===== src/rtl/multdiv_ctrl.sv =====
// Sequencer between the pipeline and the multiply/divide cores: latches operands,
// starts the selected core, waits for done (or watchdog) and reports one result pulse.
module multdiv_ctrl #(
  parameter int unsigned WIDTH   = 32,
  parameter int unsigned TIMEOUT = 40
) (
  input  logic                 clk,
  input  logic                 clr_n,
  input  logic [WIDTH-1:0]     data_operandA,
  input  logic [WIDTH-1:0]     data_operandB,
  input  logic                 ctrl_MULT,
  input  logic                 ctrl_DIV,
  output logic [WIDTH-1:0]     data_result,
  output logic                 data_exception,
  output logic                 data_resultRDY,
  output logic                 busy,
  output logic                 mult_start,
  output logic [WIDTH-1:0]     mult_A,
  output logic [WIDTH-1:0]     mult_B,
  input  logic [2*WIDTH-1:0]   mult_product,
  input  logic                 mult_done,
  output logic                 div_start,
  output logic [WIDTH-1:0]     div_dividend,
  output logic [WIDTH-1:0]     div_divisor,
  input  logic [WIDTH-1:0]     div_quotient,
  input  logic                 div_done
);

  localparam int unsigned WDW = $clog2(TIMEOUT + 1);

  typedef enum logic [2:0] {
    S_IDLE,
    S_MSTART,
    S_MRUN,
    S_DSTART,
    S_DRUN,
    S_DONE
  } state_e;

  state_e           state_q, state_d;
  logic [WIDTH-1:0] a_q, a_d;
  logic [WIDTH-1:0] b_q, b_d;
  logic [WIDTH-1:0] result_q, result_d;
  logic             exc_q, exc_d;
  logic [WDW-1:0]   wdog_q, wdog_d;
  logic             rdy_q, rdy_d;
  logic             busy_q, busy_d;
  logic             mstart_q, mstart_d;
  logic             dstart_q, dstart_d;

  logic [WIDTH:0]   prod_hi_c;
  logic             ovf_c;
  logic             wdog_exp_c;

  // Product fits in WIDTH signed bits only if the upper half plus sign bit is uniform
  assign prod_hi_c  = mult_product[2*WIDTH-1:WIDTH-1];
  assign ovf_c      = !((prod_hi_c == '0) || (&prod_hi_c));
  assign wdog_exp_c = (wdog_q == WDW'(TIMEOUT - 1));

  // Next state; a new command always wins, aborting any op in flight
  always_comb begin
    state_d  = state_q;
    a_d      = a_q;
    b_d      = b_q;
    wdog_d   = wdog_q;
    result_d = result_q;
    exc_d    = exc_q;
    if (ctrl_MULT) begin
      a_d     = data_operandA;
      b_d     = data_operandB;
      state_d = S_MSTART;
    end else if (ctrl_DIV) begin
      a_d = data_operandA;
      b_d = data_operandB;
      if (data_operandB == '0) begin
        result_d = '0;
        exc_d    = 1'b1;
        state_d  = S_DONE;
      end else begin
        state_d = S_DSTART;
      end
    end else begin
      case (state_q)
        S_MSTART: begin
          wdog_d  = '0;
          state_d = S_MRUN;
        end
        S_DSTART: begin
          wdog_d  = '0;
          state_d = S_DRUN;
        end
        S_MRUN: begin
          if (mult_done) begin
            result_d = mult_product[WIDTH-1:0];
            exc_d    = ovf_c;
            state_d  = S_DONE;
          end else if (wdog_exp_c) begin
            result_d = '0;
            exc_d    = 1'b1;
            state_d  = S_DONE;
          end else begin
            wdog_d = WDW'(wdog_q + 1'b1);
          end
        end
        S_DRUN: begin
          if (div_done) begin
            result_d = div_quotient;
            exc_d    = 1'b0;
            state_d  = S_DONE;
          end else if (wdog_exp_c) begin
            result_d = '0;
            exc_d    = 1'b1;
            state_d  = S_DONE;
          end else begin
            wdog_d = WDW'(wdog_q + 1'b1);
          end
        end
        S_DONE:  state_d = S_IDLE;
        default: state_d = S_IDLE;
      endcase
    end
    mstart_d = (state_d == S_MSTART);
    dstart_d = (state_d == S_DSTART);
    rdy_d    = (state_d == S_DONE);
    busy_d   = (state_d == S_MSTART) || (state_d == S_MRUN) ||
               (state_d == S_DSTART) || (state_d == S_DRUN);
  end

  always_ff @(posedge clk) begin
    if (!clr_n) begin
      state_q  <= S_IDLE;
      a_q      <= '0;
      b_q      <= '0;
      wdog_q   <= '0;
      result_q <= '0;
      exc_q    <= 1'b0;
      rdy_q    <= 1'b0;
      busy_q   <= 1'b0;
      mstart_q <= 1'b0;
      dstart_q <= 1'b0;
    end else begin
      state_q  <= state_d;
      a_q      <= a_d;
      b_q      <= b_d;
      wdog_q   <= wdog_d;
      result_q <= result_d;
      exc_q    <= exc_d;
      rdy_q    <= rdy_d;
      busy_q   <= busy_d;
      mstart_q <= mstart_d;
      dstart_q <= dstart_d;
    end
  end

  assign data_result    = result_q;
  assign data_exception = exc_q;
  assign data_resultRDY = rdy_q;
  assign busy           = busy_q;
  assign mult_start     = mstart_q;
  assign div_start      = dstart_q;
  assign mult_A         = a_q;
  assign mult_B         = b_q;
  assign div_dividend   = a_q;
  assign div_divisor    = b_q;

endmodule

===== config.mk =====
export PLATFORM = sky130hd
export DESIGN_NAME = multdiv_ctrl
export DESIGN_NICKNAME = d
export VERILOG_FILES = /design/src/rtl/multdiv_ctrl.sv
export SDC_FILE = /design/constraint.sdc
export NUM_CORES = 1
export LEC_CHECK = 0
export ABC_AREA = 1
export CORE_AREA = 2 2 128 130
export DETAILED_ROUTE_END_ITERATION = 6
export DIE_AREA = 0 0 130 132
export PLACE_DENSITY = 0.92
export SLEW_MARGIN = 20
export SYNTH_ARGS = -nofsm -noshare
export SYNTH_HDL_FRONTEND = slang
export SYNTH_SLANG_ARGS = --single-unit
export TNS_END_PERCENT = 5

===== constraint.sdc =====
create_clock -name clk -period 2.75 [get_ports clk]
set_input_delay 0.55 -clock clk [delete_from_list [all_inputs] [get_ports clk]]
set_output_delay 0.55 -clock clk [all_outputs]
set_load 0.02 [all_outputs]

==> results_dict.tcl <==
set metrics [dict create \
    status "finished, final reports clean" \
    wl_um 21020 \
    die_x_um 130 \
    clockBufferDepth 2 \
    yosysWarnings 0 \
    floorplan.initialDensity_pct 40.07 \
    p_comb_share_pct 28.1 \
    antenna_cells 0 \
    ys_types 27 \
    rsz0062_at_grt "no" \
    relSlewSlack_pct 55.73 \
    dr.pass1.iters 7 \
    finalWorstSetupSlack_ns 0.6772 \
    tightest_slew_ns 0.6600 \
    placed_cell_area_um2 9259 \
    hold_path.class "flip-flop to flip-flop" \
    viasPerCell 4.905 \
    post-route-min-period_ns 2.073 \
    ir_drop_mv 0.3026 \
    hold_buffers 0 \
    cp-end-kind "flip-flop" \
    nets 1413 \
    root_buffer "clkbuf_16" \
    clkPwrFrac_pct 30.9 \
    antenna_found_initial 0 \
    synthCells 1013 \
    cts_htree_levels 3 \
    ys_seq_area_share_pct 34.98 \
    internal_power_uw 3056 \
    required_ns 3.04 \
    routabilityCongestion 0.8826 \
    cap_violations 0 \
    track_usage_pct 23.54 \
    final_cell_area_um2 9565 \
    cp-start-kind "flip-flop" \
    path_clk_slew_ns 0.07 \
    cts.repair.resized 0 \
    wire_per_inst_um 14.33 \
    dp_hpwl_um 15540 \
    fin_skew_ns 0.007001 \
    pre_cts_ws_ns 0.3757 \
    die_y_um 132 \
    ant_nets 0 \
    swShare_pct 29.81 \
    drc_errors 0 \
    critPathMaxFanout 50 \
    maxSlewViolCount 0 \
    power_density_nw_per_um2 455.1 \
    leakage_uw 0.003989 \
    synth_area_per_cell_um2 6.215 \
    vias 7196 \
    grt_pass1_vias 6642 \
    grt_pass1_wl_um 32900 \
    syn_to_final_growth_pct 51.93 \
    rr_worst_depth 11 \
    arrival_ns 2.36 \
    synth_nets 1180 \
    cts_tree "yes" \
    worstSkewPairLatency_ns 0.34 \
    finalSetupViolations 0 \
    timing.final.crit_share_pct 75.37 \
    placementRows 46 \
    grt_max_degree 61 \
    finalHoldViolCount 0 \
    synth-seq-cells 110 \
    dieArea_um2 17160 \
    drt-initial-drc-count 554 \
    hold_path_depth 2 \
    portBuffers 330 \
    power.switching_uw 1298 \
    coreArea_um2 15710 \
    clock-sinks 110 \
    timing.setup.tns_ns 0 \
    cts_buffers 9 \
    io_pins 331 \
    post_cts_buffers 0 \
    drive_above_1_share_pct 3.437 \
    max_freq_ghz 0.4825 \
    critPathKind "flip-flop to flip-flop" \
    overflow 0 \
    synth_area_um2 6296 \
    power_frac_seq_pct 41.0 \
]
==> worst max-delay path, stage by stage (launching register included) <==
cell	delay [ns]
dfxtp_1	0.34
ha_1	0.24
inv_1	0.08
nor2_1	0.05
nand2_2	0.10
buf_4	0.44
nand2_1	0.15
o21ai_0	0.24
nand3b_1	0.11
nand3_1	0.09
nand2_1	0.05
nor2_1	0.09
==> layer usage <==
layer | up-vias | GRT usage [%] | share of wire (%)
li1 | 3583 | - | -
met1 | 3251 | 28.28 | 39
met2 | 322 | 40.29 | 50
met3 | 40 | 5.560 | 8.1
met4 | 0 | 9.080 | 2.4
met5 | - | 0 | 0
==> through the flow <==
step                hold WS [ns]  total power (uW)  utilization, %  std cells
floorplan                 0.4583              2453               -       1013
global placement          0.4729              3014           58.93       1451
detailed placement        0.4851              3041           58.93       1451
CTS                       0.4957              4390           60.88       1467
global route              0.5190              4568           60.88       1467
finish                    0.4925              4353           60.88       1467
==> cells in the final DEF (no fill, tap or decap), types with 3 or more instances in the layout <==
cell type        synthesis  layout
clkdlybuf4s50_1          0     328
nand3_1                 98      98
o21ai_0                 97      97
dfxtp_1                110     110
inv_1                   78      77
clkbuf_16                0       9
nand2_1                187     186
nor3_1                   3       3
clkinv_1                 3       3
a21oi_1                 38      38
buf_4                   64      12
nand3b_1                14      14
nand2_2                  3       4
nor2_1                 247     244
==> Yosys cell counts <==
cell type	n	area share, %
ha_1	1	0.20
a21oi_1	38	3.0
nand2_2	3	0.30
a21oi_2	1	0.14
clkbuf_1	33	2.0
nor2_1	247	15
o21bai_1	1	0.12
inv_2	1	0.060
nand2_1	187	11
nand3_1	98	7.8
buf_1	2	0.12
nor3_2	1	0.16
dfxtp_1	110	35
o21ai_1	1	0.079
o21ai_0	97	7.7
nand4_1	2	0.20
clkinv_1	3	0.18
o221ai_1	1	0.14
buf_6	3	0.54
or3_1	1	0.099
nand3_4	1	0.28
nand3b_1	14	1.7
inv_1	78	4.7
xor2_1	2	0.28
buf_2	20	1.6
buf_4	64	7.6
nor3_1	3	0.24
==> logic make-up after synthesis <==
family | Yosys count | synth area share, %
simple gates | 557 | 36.61
buf+inv | 204 | 16.73
compound gates | 139 | 11.21
flops | 110 | 34.98
xor+xnor | 2 | 0.2783
fa+ha+maj | 1 | 0.1987
==> flip-flops by register name, summed over array words and instances (netlist names) <==
signal,flops
div_dividend,32
data_result,32
data_exception,1
mult_start,1
data_resultRDY,1
div_divisor,32
wdog_q,6
state_q,3
div_start,1
busy,1
==> worst paths after layout <==
path	from	end	slack, ns
setup / recovery	wdog_q[0]$_SDFFE_PN0P_	data_result[14]$_SDFFE_PN0P_	0.68
hold / removal	wdog_q[1]$_SDFFE_PN0P_	wdog_q[1]$_SDFFE_PN0P_	0.49
setup reg to reg	wdog_q[0]$_SDFFE_PN0P_	data_result[14]$_SDFFE_PN0P_	0.68
hold reg to reg	wdog_q[1]$_SDFFE_PN0P_	wdog_q[1]$_SDFFE_PN0P_	0.49
==> area by class of cell <==
class | count | area, um^2
clock buffers | 11 | 242.7
clock inverters | 5 | 63.81
fillers | 1398 | 6147
inverters | 82 | 307.8
multi-input cells | 699 | 3055
flip-flops and latches | 110 | 2202
well taps | 216 | 270.3
repair buffers | 344 | 3423
==> power groups by stage <==
| stage | Sequential (uW) | Clock, uW | Combinational (uW) |
|---|---|---|---|
| detailed placement | 1820 | 0 | 1220 |
| finish | 1790 | 1340 | 1220 |
| global placement | 1820 | 0 | 1200 |
| global route | 1800 | 1450 | 1320 |
| CTS | 1790 | 1380 | 1220 |
| floorplan | 1920 | 0 | 529 |
Power figures use the tool's default switching activity.
